### src/rtl/v_pkg.sv
// rtl/v_pkg.sv - shared vector opcode/funct constants and latency classes
package v_pkg;

    localparam logic [6:0] OPC_VLD    = 7'b0000111;
    localparam logic [6:0] OPC_VST    = 7'b0100111;
    localparam logic [6:0] OPC_OPV    = 7'b1010111;

    localparam logic [6:0] F7_VDIV16  = 7'b0000010;
    localparam logic [6:0] F7_VDIV32  = 7'b0000110;

    localparam logic [2:0] F3_OPIVV   = 3'b000;

    typedef enum logic [1:0] {
        LC_NONE,
        LC_ALU,
        LC_LD,
        LC_DIV
    } lat_class_e;

endpackage

### src/rtl/v_issue_classify.sv
// rtl/v_issue_classify.sv - maps an instruction to its vreg read/write set and latency class
module v_issue_classify
    import v_pkg::*;
(
    input  logic [6:0]  opcode_i,
    input  logic [2:0]  funct3_i,
    input  logic [6:0]  funct7_i,
    output logic        writes_vd_o,
    output logic        reads_vs1_o,
    output logic        reads_vs2_o,
    output logic        reads_vs3_o,
    output lat_class_e  lat_class_o
);

    always_comb begin
        writes_vd_o = 1'b0;
        reads_vs1_o = 1'b0;
        reads_vs2_o = 1'b0;
        reads_vs3_o = 1'b0;
        lat_class_o = LC_NONE;
        case (opcode_i)
            OPC_VLD: begin
                writes_vd_o = 1'b1;
                lat_class_o = LC_LD;
            end
            OPC_VST: begin
                reads_vs3_o = 1'b1;
            end
            OPC_OPV: begin
                writes_vd_o = 1'b1;
                reads_vs2_o = 1'b1;
                // vs1 is a vector operand only in the vector-vector form
                reads_vs1_o = (funct3_i == F3_OPIVV);
                if (funct7_i == F7_VDIV16 || funct7_i == F7_VDIV32)
                    lat_class_o = LC_DIV;
                else
                    lat_class_o = LC_ALU;
            end
            default: begin
                writes_vd_o = 1'b0;
            end
        endcase
    end

endmodule

### src/rtl/v_issue_ctrl.sv
// rtl/v_issue_ctrl.sv - vector issue controller with countdown writeback tracker
module v_issue_ctrl
    import v_pkg::*;
#(
    parameter int NPEND   = 4,
    parameter int LAT_LD  = 2,
    parameter int LAT_DIV = 8,
    parameter int LAT_ALU = 1,
    parameter int INST_DW = 32,
    parameter int VREG_AW = 5
) (
    input  logic               clk,
    input  logic               rst,
    input  logic               inst_valid_i,
    input  logic [INST_DW-1:0] inst_i,
    output logic               inst_ready_o,
    input  logic               flush_i,
    output logic               issue_valid_o,
    output logic [INST_DW-1:0] issue_inst_o,
    output logic               wb_strobe_o,
    output logic [VREG_AW-1:0] wb_vd_o,
    output logic               busy_o
);

    localparam int LAT_MAX = (LAT_DIV > LAT_LD) ? ((LAT_DIV > LAT_ALU) ? LAT_DIV : LAT_ALU)
                                                : ((LAT_LD  > LAT_ALU) ? LAT_LD  : LAT_ALU);
    localparam int CW = $clog2(LAT_MAX) + 1;
    localparam int IW = (NPEND > 1) ? $clog2(NPEND) : 1;

    typedef struct packed {
        logic               valid;
        logic [VREG_AW-1:0] vd;
        logic [CW-1:0]      cnt;
    } ent_t;

    ent_t               ent_q [NPEND];
    ent_t               ent_d [NPEND];
    logic               issue_valid_q, issue_valid_d;
    logic [INST_DW-1:0] issue_inst_q, issue_inst_d;

    logic [VREG_AW-1:0] vd, vs1, vs2;
    logic               wr_vd, rd_vs1, rd_vs2, rd_vs3;
    lat_class_e         lat_class;
    logic [CW-1:0]      lat_w;
    logic               tracked;

    assign vd  = inst_i[11:7];
    assign vs1 = inst_i[19:15];
    assign vs2 = inst_i[24:20];

    v_issue_classify u_classify (
        .opcode_i    (inst_i[6:0]),
        .funct3_i    (inst_i[14:12]),
        .funct7_i    (inst_i[31:25]),
        .writes_vd_o (wr_vd),
        .reads_vs1_o (rd_vs1),
        .reads_vs2_o (rd_vs2),
        .reads_vs3_o (rd_vs3),
        .lat_class_o (lat_class)
    );

    always_comb begin
        lat_w = '0;
        case (lat_class)
            LC_LD:   lat_w = CW'(LAT_LD);
            LC_DIV:  lat_w = CW'(LAT_DIV);
            LC_ALU:  lat_w = CW'(LAT_ALU);
            default: lat_w = '0;
        endcase
    end

    assign tracked = wr_vd && (lat_class != LC_NONE);

    logic [NPEND-1:0] retiring;
    logic             hazard, collide, slot_ok, retire_hit, any_valid;
    logic [IW-1:0]    alloc_idx;
    logic [VREG_AW-1:0] retire_vd;

    always_comb begin
        retiring = '0;
        for (int i = 0; i < NPEND; i++)
            retiring[i] = ent_q[i].valid && (ent_q[i].cnt == CW'(1));
    end

    // Descending scan so the lowest free-or-retiring index wins allocation
    always_comb begin
        hazard     = 1'b0;
        collide    = 1'b0;
        slot_ok    = 1'b0;
        alloc_idx  = '0;
        retire_hit = 1'b0;
        retire_vd  = '0;
        any_valid  = 1'b0;
        for (int i = NPEND - 1; i >= 0; i--) begin
            if (ent_q[i].valid)
                any_valid = 1'b1;
            if (!ent_q[i].valid || retiring[i]) begin
                slot_ok   = 1'b1;
                alloc_idx = IW'(i);
            end
            if (retiring[i]) begin
                retire_hit = 1'b1;
                retire_vd  = ent_q[i].vd;
            end
            if (ent_q[i].valid && !retiring[i]) begin
                if ((rd_vs1 && ent_q[i].vd == vs1) ||
                    (rd_vs2 && ent_q[i].vd == vs2) ||
                    (rd_vs3 && ent_q[i].vd == vd)  ||
                    (wr_vd  && ent_q[i].vd == vd))
                    hazard = 1'b1;
            end
            if (ent_q[i].valid && (ent_q[i].cnt == lat_w + CW'(1)))
                collide = 1'b1;
        end
    end

    logic accept;

    assign inst_ready_o = !rst && !flush_i && !hazard
                          && !(tracked && !slot_ok) && !(tracked && collide);
    assign accept       = inst_valid_i && inst_ready_o;

    always_comb begin
        ent_d         = ent_q;
        issue_valid_d = 1'b0;
        issue_inst_d  = issue_inst_q;
        for (int i = 0; i < NPEND; i++) begin
            if (ent_q[i].valid) begin
                if (ent_q[i].cnt > CW'(1))
                    ent_d[i].cnt = ent_q[i].cnt - CW'(1);
                else
                    ent_d[i].valid = 1'b0;
            end
        end
        if (flush_i) begin
            for (int i = 0; i < NPEND; i++)
                ent_d[i].valid = 1'b0;
        end else if (accept) begin
            issue_valid_d = 1'b1;
            issue_inst_d  = inst_i;
            if (tracked)
                ent_d[alloc_idx] = '{valid: 1'b1, vd: vd, cnt: lat_w};
        end
    end

    always_ff @(posedge clk) begin
        if (rst) begin
            for (int i = 0; i < NPEND; i++)
                ent_q[i] <= '0;
            issue_valid_q <= 1'b0;
            issue_inst_q  <= '0;
        end else begin
            ent_q         <= ent_d;
            issue_valid_q <= issue_valid_d;
            issue_inst_q  <= issue_inst_d;
        end
    end

    assign issue_valid_o = issue_valid_q;
    assign issue_inst_o  = issue_inst_q;
    assign wb_strobe_o   = retire_hit;
    assign wb_vd_o       = retire_vd;
    assign busy_o        = any_valid || issue_valid_q;

endmodule

### config.mk
export PLATFORM = sky130hd
export DESIGN_NAME = v_issue_ctrl
export DESIGN_NICKNAME = d
export VERILOG_FILES = /design/src/rtl/v_pkg.sv /design/src/rtl/v_issue_classify.sv /design/src/rtl/v_issue_ctrl.sv
export SDC_FILE = /design/constraint.sdc
export NUM_CORES = 1
export LEC_CHECK = 0
export ABC_AREA = 1
export CAP_MARGIN = 5
export CELL_PAD_IN_SITES_DETAIL_PLACEMENT = 0
export CELL_PAD_IN_SITES_GLOBAL_PLACEMENT = 1
export CORE_UTILIZATION = 28
export CTS_BUF_LIST = sky130_fd_sc_hd__clkbuf_8
export DETAILED_ROUTE_END_ITERATION = 12
export DONT_BUFFER_PORTS = 1
export GPL_TIMING_DRIVEN = 0
export PLACE_DENSITY_LB_ADDON = 0.25
export SYNTH_ARGS = -nofsm -noshare
export SYNTH_HDL_FRONTEND = slang
export SYNTH_SLANG_ARGS = --single-unit
### constraint.sdc
create_clock -name clk -period 3.5 [get_ports clk]
set_input_delay 0.7 -clock clk [delete_from_list [all_inputs] [get_ports clk]]
set_output_delay 0.7 -clock clk [all_outputs]
set_load 0.01 [all_outputs]
=== Word level (Yosys, flattened, before mapping) ===
Cells that the tools add are included.

* Flip-flop bits (word level): 73
* Latch bits: 0
* RAM bits: 0
* Memory bits (read-only): 0
* Logic and storage cells: 195
* Memories kept: 0

* Add/sub/neg operators: 5
* Multiply operators: 0
* Div/mod/pow operators: 0
* Order comparisons: 6
* Equal/unequal tests: 28
* Shift-type cells: 0
* Multiplexer cells: 65
* Bitwise gates (word level): 2
* Reduce and logical (&&, ||, !) cells: 75

{| class="wikitable"
|+ Operators with widths
! operator !! number
|-
| 2-to-1 mux 40 bit || 2
|-
| == test 5 bit || 12
|-
| 2-to-1 mux 4 bit || 12
|-
| bitwise mux 40 bit || 1
|-
| logical AND 1 bit || 37
|-
| 2-to-1 mux 1 bit || 37
|-
| demux 10 bit (select 2 bit) || 1
|-
| 2-to-1 mux 5 bit || 4
|-
| logical OR 1 bit || 18
|-
| == test 4 x 1 -> 1 bit (second input constant) || 4
|-
| == test 4 bit || 4
|-
| > comparator 4 x 1 -> 1 bit (second input constant) || 4
|-
| subtractor 4 x 1 -> 4 bit (second input constant) || 4
|-
| == test 7 x 3 -> 1 bit (second input constant) || 2
|-
| zero test 1 bit || 14
|-
| one-hot mux 4 bit (3 select lines) || 1
|-
| 2-to-1 mux 10 bit || 1
|-
| 2-to-1 mux 2 bit || 5
|-
| == test 7 x 2 -> 1 bit (second input constant) || 1
|-
| == test 7 x 6 -> 1 bit (second input constant) || 1
|-
| == test 7 bit (second input constant) || 1
|-
| adder 4 x 1 -> 4 bit (second input constant) || 1
|-
| == test 2 bit (second input constant) || 2
|-
| one-hot mux 2 bit (2 select lines) || 1
|-
| 10 further kinds || 11
|}

=== Logic depth before layout (Yosys ltp) ===
* Depth after elaboration: 21
* Gate-level depth with buffers: 22
* Depth with buffers taken out: 20

=== By module ===
From an unflattened synthesis, not the netlist that was laid out.

* Cells, all modules: 849
* Area total of the unflattened synthesis: 4984.8 um^2

{| class="wikitable"
|+ By module, submodules not included
! module !! instances !! cells each !! area each (um^2) !! seq. area each (um^2)
|-
| v_issue_ctrl || 1 || 824 || 4862.2 || 1461.4
|-
| v_issue_classify || 1 || 25 || 122.6 || 0.0
|}

=== Worst setup path after synthesis ===
OpenSTA, ideal clock, no wires.

* Path type: input-to-output
* Start point: in inst_i[3]
* End point: out inst_ready_o
* Data arrival time: 2.638 ns
* Required time: 2.800 ns
* Path slack: 0.162 ns
* Stages on the path: 15
* Buffers on the path: 0
* Path through: inv_1 > nand2_1 > nor2_2 > nand2_1 > inv_1 > a21oi_1 > ha_1 > or2_2 > nand3_1 > nor2_1 > nand3_1 > nand3_1 > o21ai_4 > nand2_1 > inv_1

* Longest elaborated chain between the ends: 18
* Elaborated cells on any way between the ends: 72

{| class="wikitable"
|+ RTL lines
! what !! line !! text
|-
| start: declaration || v_issue_ctrl.sv:15 || <nowiki>input logic [INST_DW-1:0] inst_i,</nowiki>
|-
| parallel branches: the longest is 17 deep, another holds adder 4 x 1 -> 4 bit || n/a ||
|-
| logical AND 1 bit * || v_issue_ctrl.sv:120 || <nowiki>&& !(tracked && !slot_ok) && !(tracked && collide);</nowiki>
|-
| end: declaration || v_issue_ctrl.sv:16 || <nowiki>output logic inst_ready_o,</nowiki>
|}

Mark *: on every way between the ends.

=== Final worst setup path ===
* Start point: in inst_i[1]
* End point: out inst_ready_o

Same word-level chain as after synthesis.

==> impl_results.md <==
* Status: complete, no violations
* Slew HR at 56.9%
* Worst slack, placed at -0.585 ns
* Sequential area share after synthesis at 29.9%
* Most frequent cells in the layout: nand2_1 (310), nor2_1 (87), inv_1 (83)
* DR WL/cell at 16.5 um
* Share of the synthesized area in the top cell type at 29.9%
* Vias in the first global route at 4715
* Fin nets at 879
* GRT Overall Usage at 19.8%
* Die ar. at 0.0180 mm2
* Buffers & Inverters on Critical Path at 4
* Flops & latches, synth at 73
* Die H at 134 um
* Area growth syn-to-layout at 11.6%
* Syn. warnings at 0
* Fill count at 1941
* Number of H-tree levels at 3
* Dpl hpwl at 13400 um
* Area of the multi-input gates at 0.00295 mm2
* Clk slew on worst S/H paths at 0.08 ns
* Global-route wire length before repair at 26900 um
* DR pass1 iterations at 5
* Crit Path Category: in -> out
* N_diodes at 0
* Synth Instances at 820
* Final min period at 3.30 ns
* Period utilization at 94.2%
* Setup violators final at 0
* CP startpoint kind: input port
* Initial Util at 29.1%
* Power Dens Cells at 330 mW/mm2
* Gpl congestion at 0.845
* Syn_area_per_cell at 5.96 um2
* CTS Hold Bufs at 0
* Setup WS post-layout at 0.205 ns
* Num rows at 47
* Die Wd at 134 um
* Largest net degree at the start of global routing at 13
* Fin Clk Skew at 0.00809 ns
* Clock Latency Late Sink at 0.37 ns
* Largest cells by area after synthesis: dfxtp_1 (30%), nand2_1 (24%), inv_1 (6.7%)
* Final core utilization at 32.4%
* Hold Fails Final Rpt at 0
* Max cap viols at 0
* Mapped Area at 0.00489 mm2
* Clock buffer depth at 2
* CP dominant cell by count: nand2_1
* Crit path from: inst_i[1]
* Top fanout value on the critical path at 9
* Synth area leader: dfxtp_1
* Drt drc at 0
* Initial DRC Count at 324
* Wirelength, routed at 17400 um
* Worst Setup End Kind: output port
* Delay-heaviest family, CP: simple AND/OR/NAND/NOR gates
* Fmax at 303 MHz
* WP data arrival at 2.60 ns
* Num CTS Buffers at 9
* Via density at 4.74
* Synth Net Count at 866
* Worst r2r src: ent_q[31]
* I/O pins at 77
* RSZ-0062 raised after global routing: no
* Share of post-route cells with drive strength above 1 at 8.60%
* Critical Path RT at 2.80 ns
* CP max-delay cell: ha_2
* Core Region at 0.0168 mm2
* CTS tree: yes
* Grt total ovfl at 0
* Pleak at 2.45 nW
* Clock tree sinks at 73
* Initial antenna violation count at 0
* Min-Delay Path Class: in -> reg
* Antenna-violating nets left at 0
* Total number of vias at 5008
* Worst-Margin Slew at 0.647 ns
* FF/Latch Area at 0.00146 mm2
* Hold wc startpoint: inst_i[31]
* Most common cell after layout, fill and taps aside: nand2_1
* IO Port Bufs at 0
* Critical-path cell list: nand2_1 > nor2_4 > nand2_4 > inv_4 > a21oi_2 > inv_1 > ha_2 > inv_1 > nand2_1 > o211ai_1 > nor2_1 > nand3_1 > nand2_1 > o21ai_4 > nand2_1 > inv_2
* Root Buffer: clkbuf_8
* Slew Viols, Final at 0
* Maximum VDD drop at 261 uV
* Max incr delay on CP at 0.25 ns
* Library cells used by synthesis at 28
==> cell usage after synthesis (all sizes together) <==
cell type  instances
or2                3
nand4             14
xnor2              8
nor2              89
xor2              21
o211ai            11
nand3b             1
o21ai             30
inv               94
nand2            312
clkbuf            10
nor3              13
dfxtp             73
ha                10
clkinv             2
a21oi             55
buf               23
a31oi              4
nand3             39
o22ai              8
==> where the power goes <==
| part | internal (mW) | switching, mW | leakage (nW) |
|---|---|---|---|
| Sequential | 0.844 | 0.0165 | 0.591 |
| Clock | 0.416 | 0.358 | 0.104 |
| Combinational | 0.0510 | 0.111 | 1.75 |
==> through the flow <==
step	hold slack, ns	instance area [um2]	power [mW]	setup TNS [ns]	std cells
2_1_floorplan	0.461	4890	0.990	0	820
3_3_place_gp	0.504	5160	1.04	-32.62	1040
3_5_place_dp	0.505	5160	1.04	-30.95	1040
4_1_cts	0.442	5430	1.82	0	1056
5_1_grt	0.441	5450	1.86	0	1057
6_report	0.458	5450	1.80	0	1057
==> metal layers <==
| metal | up-vias | GRT usage, % | share of wire [%] | routed length (um) |
|---|---|---|---|---|
| met5 | - | 0 | 0 | 0 |
| met4 | 0 | 4.37 | 1.2 | 216 |
| met3 | 13 | 4.61 | 4.7 | 816 |
| met2 | 101 | 32.0 | 47 | 8110 |
| met1 | 2298 | 26.6 | 48 | 8290 |
| li1 | 2596 | - | - | - |
==> layout make-up <==
cell class              count  area share (%)
clock buffers              10            2.52
multi-input cells         618            54.0
well taps                 220            5.05
repair buffers              4           0.551
inverters                  96            6.72
flip-flops and latches     73            26.8
plain buffers              31            2.87
clock inverters             5            1.47
==> final timing paths <==
path / end / slack [ns] / cells after the start
setup / recovery: inst_ready_o / 0.20 / 16
hold / removal: issue_inst_o[31] / 0.46 / 2
setup reg to reg: register / 0.85 / 11
hold reg to reg: issue_inst_o[26] / 0.51 / 2
==> timing repair <==
| action | CTS | global route |
|---|---|---|
| gates resized for setup | 12 | 3 |
| pin swaps | 2 | 3 |
| setup buffers | 3 | 1 |
| endpoints found under the setup margin | 64 | 1 |
==> kinds of logic after synthesis <==
| kind of cell | after synthesis | share of synthesized area, % |
|---|---|---|
| AOI/OAI and AO/OA | 108 | 12.5 |
| buffers and inverters | 129 | 10.8 |
| xor gates and xnor gates | 29 | 5.20 |
| DFF | 73 | 29.9 |
| adders and majority gates | 10 | 2.56 |
| and+or+nand+nor | 471 | 39.1 |
(Power assumes the default switching activity.)
